## src/rtl/vga_timing_pkg.sv

```systemverilog
// Shared VGA timing constants and small elaboration-time helpers.
package vga_timing_pkg;

  // Ceiling log2, used to size counters from a total count.
  function automatic int unsigned clog2(input int unsigned value);
    int unsigned w;
    w = 0;
    for (int unsigned i = 0; i < 32; i++) begin
      if ((64'(1) << i) < 64'(value)) w = i + 1;
    end
    return w;
  endfunction

  function automatic int unsigned max_u(input int unsigned a, input int unsigned b);
    return (a > b) ? a : b;
  endfunction

  // 640x480 @ 60 Hz, 25.175 MHz pixel clock
  localparam int unsigned VGA640_H_ACTIVE = 640;
  localparam int unsigned VGA640_H_FP     = 16;
  localparam int unsigned VGA640_H_SYNC   = 96;
  localparam int unsigned VGA640_H_BP     = 48;
  localparam int unsigned VGA640_V_ACTIVE = 480;
  localparam int unsigned VGA640_V_FP     = 10;
  localparam int unsigned VGA640_V_SYNC   = 2;
  localparam int unsigned VGA640_V_BP     = 33;
  localparam bit          VGA640_H_POL    = 1'b0;
  localparam bit          VGA640_V_POL    = 1'b0;
  localparam int unsigned VGA640_H_TOTAL  = VGA640_H_ACTIVE + VGA640_H_FP + VGA640_H_SYNC + VGA640_H_BP;
  localparam int unsigned VGA640_V_TOTAL  = VGA640_V_ACTIVE + VGA640_V_FP + VGA640_V_SYNC + VGA640_V_BP;
  localparam int unsigned VGA640_CNT_W    = clog2(max_u(VGA640_H_TOTAL, VGA640_V_TOTAL));

  // 800x600 @ 60 Hz, 40 MHz pixel clock
  localparam int unsigned SVGA800_H_ACTIVE = 800;
  localparam int unsigned SVGA800_H_FP     = 40;
  localparam int unsigned SVGA800_H_SYNC   = 128;
  localparam int unsigned SVGA800_H_BP     = 88;
  localparam int unsigned SVGA800_V_ACTIVE = 600;
  localparam int unsigned SVGA800_V_FP     = 1;
  localparam int unsigned SVGA800_V_SYNC   = 4;
  localparam int unsigned SVGA800_V_BP     = 23;
  localparam bit          SVGA800_H_POL    = 1'b1;
  localparam bit          SVGA800_V_POL    = 1'b1;
  localparam int unsigned SVGA800_H_TOTAL  = SVGA800_H_ACTIVE + SVGA800_H_FP + SVGA800_H_SYNC + SVGA800_H_BP;
  localparam int unsigned SVGA800_V_TOTAL  = SVGA800_V_ACTIVE + SVGA800_V_FP + SVGA800_V_SYNC + SVGA800_V_BP;
  localparam int unsigned SVGA800_CNT_W    = clog2(max_u(SVGA800_H_TOTAL, SVGA800_V_TOTAL));

endpackage

```

## src/rtl/pixel_clk_en.sv

```systemverilog
// Divides the system clock down to a one-cycle pixel strobe; en stalls the divider.
module pixel_clk_en
  import vga_timing_pkg::*;
#(
  parameter int unsigned CLK_DIV = 4
) (
  input  logic reloj,
  input  logic resetM,
  input  logic en,
  output logic pixel_tick_c
);

  localparam int unsigned DIV_W = (CLK_DIV > 1) ? clog2(CLK_DIV) : 1;
  localparam logic [DIV_W-1:0] DIV_LAST = DIV_W'(CLK_DIV - 1);

  logic [DIV_W-1:0] div;

  // Strobe decoded from the divider register, gated by the live enable.
  assign pixel_tick_c = en && (div == DIV_LAST);

  // Divider advances only while enabled, so a stall resumes without losing a pixel.
  always_ff @(posedge reloj or posedge resetM) begin
    if (resetM) begin
      div <= '0;
    end else if (en) begin
      div <= (div == DIV_LAST) ? '0 : div + DIV_W'(1);
    end
  end

endmodule

```

## src/rtl/vga_timing_gen.sv

```systemverilog
// VGA raster timing generator: pixel strobe, coordinates, syncs, blanking and markers.
module vga_timing_gen
  import vga_timing_pkg::*;
#(
  parameter int unsigned H_ACTIVE   = VGA640_H_ACTIVE,
  parameter int unsigned H_FP       = VGA640_H_FP,
  parameter int unsigned H_SYNC     = VGA640_H_SYNC,
  parameter int unsigned H_BP       = VGA640_H_BP,
  parameter int unsigned V_ACTIVE   = VGA640_V_ACTIVE,
  parameter int unsigned V_FP       = VGA640_V_FP,
  parameter int unsigned V_SYNC     = VGA640_V_SYNC,
  parameter int unsigned V_BP       = VGA640_V_BP,
  parameter bit          H_SYNC_POL = VGA640_H_POL,
  parameter bit          V_SYNC_POL = VGA640_V_POL,
  parameter int unsigned CLK_DIV    = 4,
  parameter int unsigned CNT_W      = VGA640_CNT_W
) (
  input  logic             reloj,
  input  logic             resetM,
  input  logic             en,
  output logic             pixel_tick,
  output logic [CNT_W-1:0] pixel_x,
  output logic [CNT_W-1:0] pixel_y,
  output logic             h_sync,
  output logic             v_sync,
  output logic             video_on,
  output logic             v_blank,
  output logic             line_start,
  output logic             frame_start
);

  localparam int unsigned H_TOTAL = H_ACTIVE + H_FP + H_SYNC + H_BP;
  localparam int unsigned V_TOTAL = V_ACTIVE + V_FP + V_SYNC + V_BP;

  localparam logic [CNT_W-1:0] H_LAST_C     = CNT_W'(H_TOTAL - 1);
  localparam logic [CNT_W-1:0] V_LAST_C     = CNT_W'(V_TOTAL - 1);
  localparam logic [CNT_W-1:0] H_ACTIVE_C   = CNT_W'(H_ACTIVE);
  localparam logic [CNT_W-1:0] V_ACTIVE_C   = CNT_W'(V_ACTIVE);
  localparam logic [CNT_W-1:0] HS_START_C   = CNT_W'(H_ACTIVE + H_FP);
  localparam logic [CNT_W-1:0] HS_END_C     = CNT_W'(H_ACTIVE + H_FP + H_SYNC);
  localparam logic [CNT_W-1:0] VS_START_C   = CNT_W'(V_ACTIVE + V_FP);
  localparam logic [CNT_W-1:0] VS_END_C     = CNT_W'(V_ACTIVE + V_FP + V_SYNC);

  // Reject timing sets the counters cannot represent.
  if (H_FP < 1 || H_SYNC < 1 || H_BP < 1 || V_FP < 1 || V_SYNC < 1 || V_BP < 1 ||
      CLK_DIV < 1 || (64'(1) << CNT_W) < 64'(max_u(H_TOTAL, V_TOTAL))) begin : g_bad_cfg
    $error("vga_timing_gen: invalid timing parameters");
  end

  pixel_clk_en #(
    .CLK_DIV (CLK_DIV)
  ) u_pixel_clk_en (
    .reloj        (reloj),
    .resetM       (resetM),
    .en           (en),
    .pixel_tick_c (pixel_tick)
  );

  logic [CNT_W-1:0] h_nxt;
  logic [CNT_W-1:0] v_nxt;
  logic             h_sync_nxt;
  logic             v_sync_nxt;
  logic             video_on_nxt;
  logic             v_blank_nxt;
  logic             line_start_nxt;
  logic             frame_start_nxt;

  // Next raster position and its decode, so coordinates and syncs load together.
  always_comb begin
    h_nxt = pixel_x + CNT_W'(1);
    v_nxt = pixel_y;
    if (pixel_x == H_LAST_C) begin
      h_nxt = '0;
      v_nxt = (pixel_y == V_LAST_C) ? '0 : pixel_y + CNT_W'(1);
    end
    h_sync_nxt      = (h_nxt >= HS_START_C && h_nxt < HS_END_C) ? H_SYNC_POL : ~H_SYNC_POL;
    v_sync_nxt      = (v_nxt >= VS_START_C && v_nxt < VS_END_C) ? V_SYNC_POL : ~V_SYNC_POL;
    video_on_nxt    = (h_nxt < H_ACTIVE_C) && (v_nxt < V_ACTIVE_C);
    v_blank_nxt     = (v_nxt >= V_ACTIVE_C);
    line_start_nxt  = (h_nxt == '0);
    frame_start_nxt = (h_nxt == '0) && (v_nxt == '0);
  end

  // Raster registers; reset parks at the last pixel so the first tick lands on (0,0).
  always_ff @(posedge reloj or posedge resetM) begin
    if (resetM) begin
      pixel_x     <= H_LAST_C;
      pixel_y     <= V_LAST_C;
      h_sync      <= ~H_SYNC_POL;
      v_sync      <= ~V_SYNC_POL;
      video_on    <= 1'b0;
      v_blank     <= 1'b1;
      line_start  <= 1'b0;
      frame_start <= 1'b0;
    end else if (pixel_tick) begin
      pixel_x     <= h_nxt;
      pixel_y     <= v_nxt;
      h_sync      <= h_sync_nxt;
      v_sync      <= v_sync_nxt;
      video_on    <= video_on_nxt;
      v_blank     <= v_blank_nxt;
      line_start  <= line_start_nxt;
      frame_start <= frame_start_nxt;
    end
  end

endmodule

```

## config.mk

```make
export PLATFORM = sky130hd
export DESIGN_NAME = vga_timing_gen
export DESIGN_NICKNAME = d
export VERILOG_FILES = /design/src/rtl/vga_timing_pkg.sv /design/src/rtl/pixel_clk_en.sv /design/src/rtl/vga_timing_gen.sv
export SDC_FILE = /design/constraint.sdc
export NUM_CORES = 1
export LEC_CHECK = 0
export ABC_AREA = 0
export CAP_MARGIN = 25
export CORE_MARGIN = 2
export CORE_UTILIZATION = 25
export CTS_CLUSTER_DIAMETER = 60
export DETAILED_ROUTE_END_ITERATION = 8
export GPL_TIMING_DRIVEN = 1
export SETUP_SLACK_MARGIN = 0.1
export SYNTH_ARGS = -nofsm -noshare
export SYNTH_HDL_FRONTEND = slang
export SYNTH_SLANG_ARGS = --single-unit
```

## constraint.sdc

```tcl
create_clock -name reloj -period 2.4 [get_ports reloj]
set_input_delay 0.48 -clock reloj [delete_from_list [all_inputs] [get_ports reloj]]
set_output_delay 0.48 -clock reloj [all_outputs]
set_load 0.005 [all_outputs]
```

==> results of run 1 <==
==> metrics by stage <==
step	instances	area, um2	util (%)
floorplan	209	1900	-
global placement	344	2380	32.8
detailed placement	344	2380	32.8
CTS	348	2450	33.8
global route	353	2510	34.7
finish	353	2510	34.7
==> cell usage in the layout, fill, tap and decap left out, types with 2 or more instances in the layout <==
| master | n |
|---|---|
| nor4_1 | 3 |
| o31ai_1 | 5 |
| nand4_1 | 3 |
| nand3_1 | 10 |
| o21ai_0 | 12 |
| nor4_2 | 2 |
| nor3_1 | 6 |
| dfstp_2 | 13 |
| or3_1 | 2 |
| dfrtp_1 | 14 |
| or4_4 | 2 |
| and4_1 | 2 |
| ha_1 | 3 |
| o211ai_1 | 3 |
| a21oi_1 | 10 |
| nor4_4 | 2 |
| buf_4 | 27 |
| mux2i_1 | 2 |
| nand2b_1 | 2 |
| or2_2 | 2 |
| mux2_2 | 2 |
| nand2_1 | 34 |
| xor2_1 | 4 |
| inv_1 | 6 |
| a211oi_1 | 3 |
| clkdlybuf4s50_1 | 29 |
| clkbuf_8 | 3 |
| xnor2_1 | 12 |
| and3_1 | 4 |
| nor2_1 | 8 |
==> kinds of logic after synthesis <==
group	count (synthesis)
muxes	4
buffers and inverters	23
AOI/OAI and AO/OA	44
xor gates and xnor gates	16
DFF	28
adders and majority gates	4
and+or+nand+nor	90
==> worst reg2reg max path, delay by kind of cell (launching register included) <==
family                     cells  cell delay, ns
and+or+nand+nor                5            1.22
DFF                            1            0.58
AOI/OAI and AO/OA              1            0.29
adders and majority gates      1            0.16
==> worst min path at each step <==
stage,start,endpoint,slack (ns),depth (start not counted)
floorplan,u_pixel_clk_en.div[0],u_pixel_clk_en.div[0],0.46,1
global placement,line_start,line_start,0.46,2
detailed placement,line_start,line_start,0.47,2
CTS,line_start,line_start,0.50,2
global route,line_start,line_start,0.51,2
finish,frame_start,frame_start,0.49,2
==> sequential cells by signal (all words and copies together), names as in the netlist <==
signal and flops:
h_sync 1, line_start 1, pixel_x 10, video_on 1
u_pixel_clk_en.div 2, pixel_y 10, v_sync 1, v_blank 1
frame_start 1
==> repair_timing <==
item	in CTS	in global routing
resized for setup	0	6
endpoints found under the setup margin	1	4
setup buffers	0	4
gates cloned	0	1
==> per-layer routing <==
layer  wire, um  up-vias
li1           -      839
met1       2260      815
met2       2270       29
met3        176        2
met4         43        0
met5          0        -
==> power groups by stage <==
stage	clock [W]	sequential (W)	combinational [W]
2_1_floorplan	0	0.000676	0.000278
3_3_place_gp	0	0.000675	0.000515
3_5_place_dp	0	0.000680	0.000520
4_1_cts	0.000401	0.000672	0.000521
5_1_grt	0.000426	0.000689	0.000580
6_report	0.000395	0.000674	0.000526
==> cell type report <==
cell class / count / share of cell area, %
Multi-Input combinational cell: 159 / 43.0
Sequential cell: 28 / 28.6
Timing Repair Buffer: 56 / 19.6
Tap cell: 99 / 4.93
Clock buffer: 3 / 1.64
Clock inverter: 1 / 1.19
Inverter: 7 / 1.04
==> run metrics, run 1 <==
Global Route met2 Usage 18.1%; Vias 1685; end of the worst register-to-register path v_sync; # IOs 30; post-synthesis sequential area ratio 38.1%; ys flop type dfrtp_1; antenna viol nets, final 0; Slowest cell on crit path dfstp_2; Register Area 718 um2; YS warnings 0; Mapped Cells 209; Synthesized Nets 216; setup_tns 0 ns; part of the power in the clock network 24.8%; GRT Overall Usage 11.3%; CTS max path bufs 2; status complete, no violations; Seq cells post-synth 28; vias in the first global route 1543; standard-cell rows 31; largest net degree at the start of global routing 29; dpl ws 0.0753 ns; Leakage 0.990 nW; Initial Util 25.9%; FFs w/ async S/R, synth 100%; Worst EP arrival 2.53 ns; H-tree depth 1; sequential share of power 42.2%; Post-Synth Simple-Gate Area 27.0%; cell taking the most area after synthesis dfrtp_1; end point of the critical path v_sync; min Tclk post-route 2.32 ns; area growth from synthesis to layout 33.8%; Synth Area in XOR/XNOR 7.46%; Unique masters post-synth 48; CTS Hold Bufs 0; Worst path depth 7; DRT Wirelength 4750 um; DR vias/cell 4.77; Rel. slew slack 73.2%; met1 usage 15.4%; GR Util met3 2.00%; mux cell area share after synthesis 2.26%; antenna cells 0; per-cell routed wire length 13.5 um; crit share post-route 96.6%; CP bufs+invs 0; worst slew pin tran 0.400 ns; RSZ-0062 raised after global routing yes; Slew Viols, Final 0; Die W 90.7 um; Cell Chain, Critical Path ha_4, nand4_4, or4_4, nor3_2, nor2_1, or3_1, o32a_1; Register-to-Register Setup Slack 0.08 ns; Final Wtd Congestion 0.820; Req. time, crit path 2.61 ns; worst hold path type flip-flop to flip-flop; switch share 31.5%; fmax 0.431 GHz; largest family of logic cells by synthesized area simple AND/OR/NAND/NOR gates; Root Driver clkbuf_8; Adder-Cell Fraction of Synth Area 2.66%; combinational share of power 33.0%; RR Startpoint pixel_x[1]; Setup crit start kind flip-flop; Post-Syn Area 0.00188 mm2; Final Total Pwr 0.00159 W; Yosys top cell area share 20.0%; cell with the most instances after synthesis nand2_1; Crit Path Max Fanout 6; DR DRC count 0; Crit path max-delay family simple AND/OR/NAND/NOR gates; worst vdd ir 0.258 mV; CP Class flip-flop to flip-flop; Final setup viols 0; filler instances 772; max_cap viols 0; first-pass GRT wire length 7650 um; cts bufs inserted 3; internal power 0.00109 W; complex-gate fraction of the synthesized area 15.4%; HPWL after DPL 3430 um; Port Buffers 29; initial antenna violation count 0; Min Hold Slack 0.487 ns; FF-to-FF path depth 7; PD cells 634 mW/mm2; clk slew on worst S/H paths 0.12 ns; Initial DRT Pass Iterations 7; most used routing layer met2; footprint of the multi-input gates 0.00108 mm2; final setup margin 0.0821 ns; syn avg cell area 8.99 um2; Final #Nets 262; core area 0.00725 mm2; CTS sink count 28; Fin. Hold Viols 0; top post-synthesis cells by area dfrtp_1 (20%), dfstp_2 (18%), nand2_1 (6.8%); CP startpoint pixel_x[1]; share of layout cells above drive strength 1 26.0%; DIE AREA 0.00823 mm2; total gr overflow 0; Die Y 90.7 um; Net Switching 0.000503 W; CTS tree yes; CP endpoint kind flip-flop; CP max stage delay 0.58 ns; Synth top cells by count nand2_1 (34), dfrtp_1 (15), dfstp_2 (13), o21ai_0 (12), xnor2_1 (12); worst skew pair latency 0.29 ns; DRT iter0 DRCs 75; Post-synth EDFFs 0; final clock skew 0.0155 ns
No activity file was read; power rests on OpenSTA's default activity.
==> run 2: changes to the inputs <==
--- a/config.mk
+++ b/config.mk
@@ -6,7 +6,7 @@
 export NUM_CORES = 1
 export LEC_CHECK = 0
 export ABC_AREA = 0
-export CAP_MARGIN = 25
+export CAP_MARGIN = 10
 export CORE_MARGIN = 2
 export CORE_UTILIZATION = 25
 export CTS_CLUSTER_DIAMETER = 60
==> results of run 2 <==
The final DEF is identical to that of run 1; final timing and power are the same.
==> run 3: changes to the inputs <==
--- a/config.mk
+++ b/config.mk
@@ -11,8 +11,8 @@
 export CORE_UTILIZATION = 25
 export CTS_CLUSTER_DIAMETER = 60
 export DETAILED_ROUTE_END_ITERATION = 8
-export GPL_TIMING_DRIVEN = 1
 export SETUP_SLACK_MARGIN = 0.1
+export SKIP_LAST_GASP = 1
 export SYNTH_ARGS = -nofsm -noshare
 export SYNTH_HDL_FRONTEND = slang
 export SYNTH_SLANG_ARGS = --single-unit
==> results of run 3 <==
The final DEF is identical to that of run 1; final timing and power are the same.
